**src/rtl/seq_pkg.sv**
```systemverilog
// Shared types and opcode classification for the multicycle instruction sequencer.
// The FSM decides timing only; field decoding stays in the combinational decoder.
package seq_pkg;

  typedef enum logic [2:0] {
    S_FETCH,
    S_DECODE,
    S_EXECUTE,
    S_MEM,
    S_WB,
    S_HALT,
    S_TRAP
  } seq_state_t;

  localparam logic [6:0] OPC_RTYPE  = 7'b0110011;
  localparam logic [6:0] OPC_ITYPE  = 7'b0010011;
  localparam logic [6:0] OPC_LOAD   = 7'b0000011;
  localparam logic [6:0] OPC_STORE  = 7'b0100011;
  localparam logic [6:0] OPC_BRANCH = 7'b1100011;
  localparam logic [6:0] OPC_JAL    = 7'b1101111;
  localparam logic [6:0] OPC_JALR   = 7'b1100111;
  localparam logic [6:0] OPC_LUI    = 7'b0110111;
  localparam logic [6:0] OPC_AUIPC  = 7'b0010111;

  function automatic logic is_legal(input logic [6:0] opc);
    case (opc)
      OPC_RTYPE, OPC_ITYPE, OPC_LOAD, OPC_STORE, OPC_BRANCH,
      OPC_JAL, OPC_JALR, OPC_LUI, OPC_AUIPC: is_legal = 1'b1;
      default:                               is_legal = 1'b0;
    endcase
  endfunction

  // Stores and branches are the only legal instructions without a destination register.
  function automatic logic writes_rd(input logic [6:0] opc);
    writes_rd = is_legal(opc) && (opc != OPC_STORE) && (opc != OPC_BRANCH);
  endfunction

  function automatic logic is_mem(input logic [6:0] opc);
    is_mem = (opc == OPC_LOAD) || (opc == OPC_STORE);
  endfunction

endpackage

```
**src/rtl/seq_wait_timer.sv**
```systemverilog
// Counts cycles a memory request has waited without an ack.
// expired is high during the WAIT_MAX-th such cycle, so an ack in that cycle still wins.
module seq_wait_timer #(
  parameter int WAIT_MAX = 16
) (
  input  logic clk,
  input  logic rst_n,
  input  logic clear,
  input  logic en,
  output logic expired
);

  localparam int CW = $clog2(WAIT_MAX + 1);
  localparam logic [CW-1:0] LAST = CW'(WAIT_MAX - 1);

  logic [CW-1:0] cnt;

  // NOTE: sequential state uses non-blocking assignments so every flop samples pre-edge values.
  always_ff @(posedge clk or negedge rst_n) begin
    if (!rst_n) begin
      cnt <= '0;
    end else if (clear) begin
      cnt <= '0;
    end else if (en && !expired) begin
      cnt <= cnt + 1'b1;
    end
  end

  assign expired = (cnt == LAST);

endmodule

```
**src/rtl/instr_cycle_sequencer.sv**
```systemverilog
// Multicycle FETCH/DECODE/EXECUTE/MEM/WB sequencer for the RV32I core.
// Outputs are registered alongside the state; only IRWr also qualifies on IMemAck.
module instr_cycle_sequencer
  import seq_pkg::*;
#(
  parameter int WAIT_MAX = 16,
  parameter int CNT_W    = 32
) (
  input  logic             clk,
  input  logic             rst_n,
  input  logic [6:0]       Opcode,
  input  logic             Halt,
  input  logic             IMemAck,
  input  logic             DMemAck,
  output logic             IMemReq,
  output logic             DMemReq,
  output logic             IRWr,
  output logic             PCWr,
  output logic             RUWr,
  output logic             DMWr,
  output logic             Illegal,
  output logic             BusErr,
  output logic             Halted,
  output logic [CNT_W-1:0] Retired
);

  seq_state_t       state;
  logic             imem_req_q, dmem_req_q, dmwr_q, pcwr_q, ruwr_q;
  logic             illegal_q, buserr_q, halted_q;
  logic [CNT_W-1:0] retired_q;
  logic             expired;

  seq_wait_timer #(.WAIT_MAX(WAIT_MAX)) u_wait_timer (
    .clk     (clk),
    .rst_n   (rst_n),
    .clear   (!(imem_req_q || dmem_req_q)),
    .en      ((imem_req_q && !IMemAck) || (dmem_req_q && !DMemAck)),
    .expired (expired)
  );

  always_ff @(posedge clk or negedge rst_n) begin
    if (!rst_n) begin
      state      <= S_FETCH;
      imem_req_q <= 1'b0;
      dmem_req_q <= 1'b0;
      dmwr_q     <= 1'b0;
      pcwr_q     <= 1'b0;
      ruwr_q     <= 1'b0;
      illegal_q  <= 1'b0;
      buserr_q   <= 1'b0;
      halted_q   <= 1'b0;
      retired_q  <= '0;
    end else begin
      case (state)
        // Out of reset the request is raised one cycle into FETCH; afterwards it is
        // raised on the transition into FETCH so there is no bubble.
        S_FETCH: begin
          if (!imem_req_q) begin
            imem_req_q <= 1'b1;
          end else if (IMemAck) begin
            imem_req_q <= 1'b0;
            state      <= S_DECODE;
          end else if (expired) begin
            imem_req_q <= 1'b0;
            buserr_q   <= 1'b1;
            state      <= S_TRAP;
          end
        end
        S_DECODE: begin
          if (is_legal(Opcode)) begin
            state <= S_EXECUTE;
          end else begin
            illegal_q <= 1'b1;
            state     <= S_TRAP;
          end
        end
        S_EXECUTE: begin
          if (is_mem(Opcode)) begin
            dmem_req_q <= 1'b1;
            dmwr_q     <= (Opcode == OPC_STORE);
            state      <= S_MEM;
          end else begin
            pcwr_q <= 1'b1;
            ruwr_q <= writes_rd(Opcode);
            state  <= S_WB;
          end
        end
        S_MEM: begin
          if (DMemAck) begin
            dmem_req_q <= 1'b0;
            dmwr_q     <= 1'b0;
            pcwr_q     <= 1'b1;
            ruwr_q     <= writes_rd(Opcode);
            state      <= S_WB;
          end else if (expired) begin
            dmem_req_q <= 1'b0;
            dmwr_q     <= 1'b0;
            buserr_q   <= 1'b1;
            state      <= S_TRAP;
          end
        end
        S_WB: begin
          pcwr_q    <= 1'b0;
          ruwr_q    <= 1'b0;
          retired_q <= retired_q + 1'b1;
          if (Halt) begin
            halted_q <= 1'b1;
            state    <= S_HALT;
          end else begin
            imem_req_q <= 1'b1;
            state      <= S_FETCH;
          end
        end
        S_HALT: begin
          if (!Halt) begin
            halted_q   <= 1'b0;
            imem_req_q <= 1'b1;
            state      <= S_FETCH;
          end
        end
        S_TRAP:  state <= S_TRAP;
        default: state <= S_TRAP;
      endcase
    end
  end

  assign IMemReq = imem_req_q;
  assign DMemReq = dmem_req_q;
  assign IRWr    = imem_req_q && IMemAck;
  assign PCWr    = pcwr_q;
  assign RUWr    = ruwr_q;
  assign DMWr    = dmwr_q;
  assign Illegal = illegal_q;
  assign BusErr  = buserr_q;
  assign Halted  = halted_q;
  assign Retired = retired_q;

endmodule
```
**config.mk**
```make
export PLATFORM = sky130hd
export DESIGN_NAME = instr_cycle_sequencer
export DESIGN_NICKNAME = d
export VERILOG_FILES = /design/src/rtl/seq_pkg.sv /design/src/rtl/seq_wait_timer.sv /design/src/rtl/instr_cycle_sequencer.sv
export SDC_FILE = /design/constraint.sdc
export NUM_CORES = 1
export LEC_CHECK = 0
export ABC_AREA = 1
export BUFFER_PORTS_ARGS = -buffer_cell sky130_fd_sc_hd__buf_2
export CELL_PAD_IN_SITES_DETAIL_PLACEMENT = 1
export CELL_PAD_IN_SITES_GLOBAL_PLACEMENT = 1
export CORE_MARGIN = 3
export CORE_UTILIZATION = 43
export DETAILED_ROUTE_END_ITERATION = 8
export PLACE_DENSITY = 0.83
export SETUP_SLACK_MARGIN = 0.15
export SYNTH_ARGS = -nofsm -noshare
export SYNTH_HDL_FRONTEND = slang
export SYNTH_SLANG_ARGS = --single-unit
export TNS_END_PERCENT = 10
```
**constraint.sdc**
```tcl
create_clock -name clk -period 3 [get_ports clk]
set_input_delay 0.15 -clock clk [delete_from_list [all_inputs] [get_ports clk]]
set_output_delay 0.15 -clock clk [all_outputs]
set_load 0.05 [all_outputs]
```
==> impl_metrics.yaml, run 1 <==
critical_path:
  crit_family: "simple AND/OR/NAND/NOR gates"
  rr_worst_depth: 9
  required_ns: 3.21
  crit_end: "u_wait_timer.cnt[2]"
  critPathCaptureType: "register"
  start_kind: "register"
  crit_arrival_ns: 2.28
  rrSetupSlack_ns: 0.93
  r2r-start: "u_wait_timer.cnt[1]"
  crit_buf_inv: 0
  slowest_stage: "dfrtp_1"
  crit_top_cell: "nor2_1"
  crit_path_start: "u_wait_timer.cnt[1]"
  crit_chain: "ha_1 > nand2_1 > nor2_1 > ha_1 > nor2_1 > a21oi_1 > nand2_1 > a21oi_1 > nor2_1"
  max_stage_delay_ns: 0.39
  critPathMaxFanout: 6
  cp_num_cells: 9
  worst_r2r_endpoint: "u_wait_timer.cnt[2]"
  timing_worst_setup_path_type: "reg -> reg"
timing:
  min_period_ns: 2.07
  hold_viol: 0
  setup_viol: 0
  tns_ns: 0
  relSlewSlack_pct: 50.1
  tightest_slew_ns: 0.748
  fmax_mhz: 483
  maxSlewViolCount: 0
  rsz0062_at_grt: "false"
  clock_skew_ns: 0.00758
  finalCritPeriodShare_pct: 69.0
clock_tree:
  cts_buffer_depth: 2
  cts.clk_slew.worst_paths_ns: 0.09
  numCtsBuffers: 5
  cts.root.buffer_cell: "clkbuf_8"
  cts_resized: 0
  cts_sinks: 48
  cts_tree: "yes"
  insertion_delay_ns: 0.31
  post_cts_buffers: 0
  cts-htree-levels: 2
logic_synthesis:
  synth_cell_types: 28
  syn_nets: 425
  synth.avg_cell_area_um2: 6.99
  yosysSeqAreaShare_pct: 41.9
  synthesis.instances: 410
  ys_ff_latch: 48
  yosysTopAreaCell: "dfrtp_1"
  synth_warnings: 0
  yosysTopAreaCellShare_pct: 41.9
  syn_area_mm2: 0.00287
  synth.area.top_cells: "dfrtp_1 42%, nand2_1 20%, nor2_1 9.0%"
pwr:
  power_frac_seq_pct: 39.9
  total_power_mw: 2.23
  combPwrFrac_pct: 38.5
  p_sw_share_pct: 45.5
  p_int_mw: 1.22
  pwr-share-clk_pct: 21.7
  p_sw_mw: 1.01
  leakage_nw: 1.76
  power_density_mw_per_mm2: 669
  ir_worst_vdd_uv: 393
final_layout:
  drive_gt1_share_pct: 15.6
  nets: 483
  antenna_cells: 0
  final_area_mm2: 0.00333
  largest_register_ffs: 32
  areaGrowthSynthToFinish_pct: 16.2
floorplanning:
  die_w_um: 87.6
  coreArea_mm2: 0.00642
  rows: 29
  dieArea_mm2: 0.00768
  start_util_pct: 44.6
  io_pins: 53
  die_y_um: 87.6
placement:
  place_area_mm2: 0.00321
  io_buffer_count: 52
  hpwlAfterDp_mm: 6.23
  gp_routability_congestion: 0.846
detailed_routing:
  routed_wl_mm: 8.11
  dr.pass1.iters: 4
  wire_per_inst_um: 14.9
  ant_nets: 0
  vias: 2787
  drt_iter0_drc: 115
  avgViaCountPerCell: 5.10
  drc: 0
global_route:
  grt_pass1_vias: 2839
  grt_pass1_wl_mm: 13.7
  grt_use_total_pct: 22.7
  grt.overflow.total: 0
  antenna_found_initial: 0
  grt_max_degree: 32
job:
  maxCapViolCount: 0
hold_path:
  min_from: "Opcode[5]"
  hold_class: "in -> reg"
  min_path_cells: 3
run_status:
  status: "finished, final reports clean"
## tightest hold or removal path, cell delays in order
cell	delay (ns)
buf_2	0.11
o21ai_0	0.08
inv_1	0.05
## cell type report
cell class / instances / area, um^2
fill: 882 / 3090
multi-input combinational: 316 / 1480
sequential: 48 / 1200
timing repair buffer: 54 / 278
inverter: 43 / 161
tap: 77 / 96.3
clock buffer: 5 / 68.8
clock inverter: 3 / 42.5
## Yosys cell counts, drive strengths merged
cell / n
nand3: 28
a21oi: 3
o21bai: 1
nand2: 156
a211o: 1
buf: 3
xnor2: 8
xor2: 9
or2: 2
and2: 1
dfrtp: 48
nand4: 8
inv: 43
o22ai: 1
o21ai: 9
ha: 3
nand3b: 5
nor3: 6
nor2: 75
## worst min-delay path by stage
stage	endpoint	slack (ns)
finish	DMWr	0.11
global route	DMWr	0.14
CTS	DMWr	0.10
detailed placement	u_wait_timer.cnt[2]	0.26
global placement	u_wait_timer.cnt[2]	0.24
floorplan	BusErr	-0.15
## cell families after synthesis
family / synth area share, %
compound gates: 2.88
xor+xnor: 5.46
fa+ha+maj: 1.31
buf+inv: 6.33
flops: 41.9
simple gates: 42.1
## power by group through the flow
stage / logic (mW) / clock network [mW] / registers (mW)
floorplan: 0.443 / 0 / 1.08
global route: 0.959 / 0.524 / 0.909
CTS: 0.870 / 0.494 / 0.887
detailed placement: 0.849 / 0 / 0.896
global placement: 0.829 / 0 / 0.887
finish: 0.858 / 0.483 / 0.889
## cells in the final DEF, fill, tap and decap left out, types with 2 or more instances in the layout
cell	netlist	layout
nand2_1	153	153
nor2_1	69	69
buf_2	1	52
dfrtp_1	48	48
inv_1	43	43
nand3_1	28	28
o21ai_0	9	9
nand4_1	8	8
xor2_1	8	8
xnor2_1	8	8
nor3_1	6	6
clkbuf_8	0	5
nand3b_1	4	4
nor2_2	3	3
a21oi_1	3	3
ha_1	3	3
nor2_4	2	2
nand2_2	2	2
## routing by layer
| layer | vias to the layer above | part of all wire, % | track usage (%) |
|---|---|---|---|
| met5 | - | 0 | 0 |
| met4 | 0 | 1.0 | 5.72 |
| met3 | 10 | 4.2 | 3.86 |
| met2 | 56 | 47 | 36.0 |
| met1 | 1331 | 48 | 32.0 |
| li1 | 1390 | - | - |
## through the flow
step | std cells | utilization, % | worst slack [ns] | hold slack [ns]
5_1_grt | 546 | 51.9 | 0.745 | 0.138
3_5_place_dp | 537 | 50.0 | 0.970 | 0.256
4_1_cts | 546 | 51.9 | 0.939 | 0.104
6_report | 546 | 51.9 | 0.930 | 0.111
3_3_place_gp | 537 | 50.0 | 1.12 | 0.243
2_1_floorplan | 410 | - | 1.27 | -0.146
## what timing repair did
| action | CTS | global route |
|---|---|---|
| hold buffers | 1 | 0 |
| setup endpoints to repair | 0 | 0 |
| hold endpoints to repair | 30 | 0 |
Power figures use the tool's default switching activity.
==> run 2: changes to the inputs <==
Settings changed: ABC_AREA 1 to 0, CORE_UTILIZATION 43 to 41, PLACE_DENSITY 0.83 to 0.75.
Clock period 3 ns to 1.96 ns, I/O delays scaled along.
==> impl_metrics.yaml, run 2 <==
timing:
  rsz0062_at_grt: "true"
  maxSlewViolCount: 0
  tns_ns: 0
  tightest_slew_ns: 0.528
  clock_skew_ns: 0.0130
  hold_viol: 0
  worst_slack_ns: 0.199
  relSlewSlack_pct: 64.8
  setup_viol: 0
  min_period_ns: 1.76
  fmax_mhz: 568
  hold_slack_ns: 0.121
  finalCritPeriodShare_pct: 89.8
logic_synthesis:
  syn_nets: 240
  synth.avg_cell_area_um2: 10.5
  synth.area.top_cells: "dfrtp_1 51%, xnor2_1 11%, nand4_1 3.4%"
  ys_ff_latch: 48
  yosysTopAreaCell: "dfrtp_1"
  yosysSeqAreaShare_pct: 50.9
  synth_warnings: 0
  synth_cell_types: 45
  post-synth-top-count-cell: "dfrtp_1"
  synthesis.instances: 225
  async_flop_share_pct: 100
  syn_area_mm2: 0.00236
  synth_edf_count: 0
  yosysTopAreaCellShare_pct: 50.9
  synth_ff_type: "dfrtp_1"
  synth_commonest_cells: "48 x dfrtp_1, 30 x xnor2_1, 21 x nor2_1"
final_layout:
  drive_gt1_share_pct: 33.4
  antenna_cells: 0
  largest_register_ffs: 32
  final_cell_mix: "52 x buf_2, 32 x dfrtp_1, 30 x xnor2_1, 21 x nor2_1, 16 x dfrtp_2"
  areaGrowthSynthToFinish_pct: 24.4
  fill_cells: 644
  nets: 304
  layout_commonest_cell: "buf_2"
clock_tree:
  cts_tree: "yes"
  cts_buffer_depth: 2
  cts-htree-levels: 2
  numCtsBuffers: 5
  cts.clk_slew.worst_paths_ns: 0.09
  insertion_delay_ns: 0.30
  cts_sinks: 48
  cts.root.buffer_cell: "clkbuf_8"
critical_path:
  slowest_stage: "or3b_1"
  critPathMaxFanout: 5
  rr_worst_depth: 5
  crit_arrival_ns: 1.95
  worst_r2r_endpoint: "Retired[21]"
  start_kind: "register"
  rrSetupSlack_ns: 0.20
  r2r-start: "state[1]"
  critPathCaptureType: "register"
  timing_worst_setup_path_type: "reg -> reg"
  crit_family: "simple AND/OR/NAND/NOR gates"
  crit_buf_inv: 0
  required_ns: 2.15
  max_stage_delay_ns: 0.55
  crit_chain: "or3b_1 > nor4_4 > and2b_4 > nand4_2 > xnor2_1"
floorplanning:
  start_util_pct: 42.6
  dieArea_mm2: 0.00671
  die_y_um: 81.9
  die_w_um: 81.9
  rows: 27
  io_pins: 53
  coreArea_mm2: 0.00554
global_route:
  grt_pass1_wl_mm: 9.24
  grt_use_total_pct: 17.7
  grt_pass1_vias: 1928
  grt_max_degree: 27
  grt.overflow.total: 0
  antenna_found_initial: 0
detailed_routing:
  dr.pass1.iters: 4
  wire_per_inst_um: 15.5
  drc: 0
  vias: 1895
  ant_nets: 0
  routed_wl_mm: 5.60
  drt_iter0_drc: 44
  avgViaCountPerCell: 5.23
placement:
  gp_routability_congestion: 0.760
  hpwlAfterDp_mm: 4.31
  pre_cts_ws_ns: 0.116
  io_buffer_count: 52
pwr:
  ir_worst_vdd_uv: 857
  leakage_nw: 1.37
  power_density_mw_per_mm2: 1240
run_status:
  status: "finished, final reports clean"
job:
  maxCapViolCount: 0
hold_path:
  min_to: "Halted"
  hold_class: "in -> reg"
  min_from: "Halt"
  min_path_cells: 3
==> run 2: final cells by class <==
type	instances	area, um^2	area share, %
well taps	72	90.1	3.07
multi-input cells	163	1110	37.8
inverters	9	33.8	1.15
clock inverters	2	60.1	2.05
repair buffers	62	350	11.9
clock buffers	6	72.6	2.47
flip-flops and latches	48	1220	41.6
==> run 2: worst max-delay path by stage <==
stage                              startpoint             endpoint  slack [ns]  cells after the start
final                                state[1]          Retired[21]        0.20                      5
after CTS                            state[1]          Retired[31]        0.14                      4
after detailed placement  u_wait_timer.cnt[0]  u_wait_timer.cnt[3]        0.12                      8
after global routing                 state[1]          Retired[21]         0.1                      5
after global placement               state[1]          Retired[31]        0.21                      4
after floorplan                    Retired[8]          Retired[29]        0.13                      5
==> run 2: layer usage <==
metal / track usage, % / share of wire [%]
met1: 24.4 / 47
met2: 29.1 / 48
met3: 2.96 / 3.4
met4: 4.49 / 1.0
met5: 0 / 0
==> run 2: power by group <==
group / leakage (nW) / switching [mW] / internal (mW)
sequential: 0.595 / 0.171 / 1.19
clock: 0.0654 / 0.322 / 0.510
combinational: 0.709 / 0.956 / 0.481
==> run 2: timing repair <==
item	in CTS	in global routing
setup endpoints to repair	3	18
hold buffers	1	0
resized for setup	1	3
hold endpoints to repair	22	0
setup buffers	0	1
pin swaps	0	3
==> run 2: cell families (layout without fill, tap and decap cells) <==
| kind of cell | count (synthesis) | count (layout) | synth area share (%) |
|---|---|---|---|
| XOR/XNOR | 34 | 34 | 12.6 |
| AO/OA/AOI/OAI | 31 | 31 | 8.21 |
| adder cells (fa/ha/maj) | 3 | 3 | 1.59 |
| flip-flops | 48 | 48 | 50.9 |
| multiplexers | 4 | 4 | 1.75 |
| AND/OR/NAND/NOR | 91 | 91 | 22.2 |
| buffers and inverters | 14 | 79 | 2.76 |
==> run 2: per-stage QoR <==
stage	utilization, %	cell area (um^2)	instances	power, mW
final	53.0	2940	362	3.63
after global routing	53.0	2940	362	3.86
after CTS	52.7	2920	361	3.63
after detailed placement	50.0	2770	352	2.78
after global placement	50.0	2770	352	2.73
after floorplan	-	2380	225	2.41
==> run 2: worst register-to-register path, delay by kind of cell (launching register included) <==
kind | cells | cell delay (ns)
simple gates | 4 | 1.12
flops | 1 | 0.40
xor+xnor | 1 | 0.14
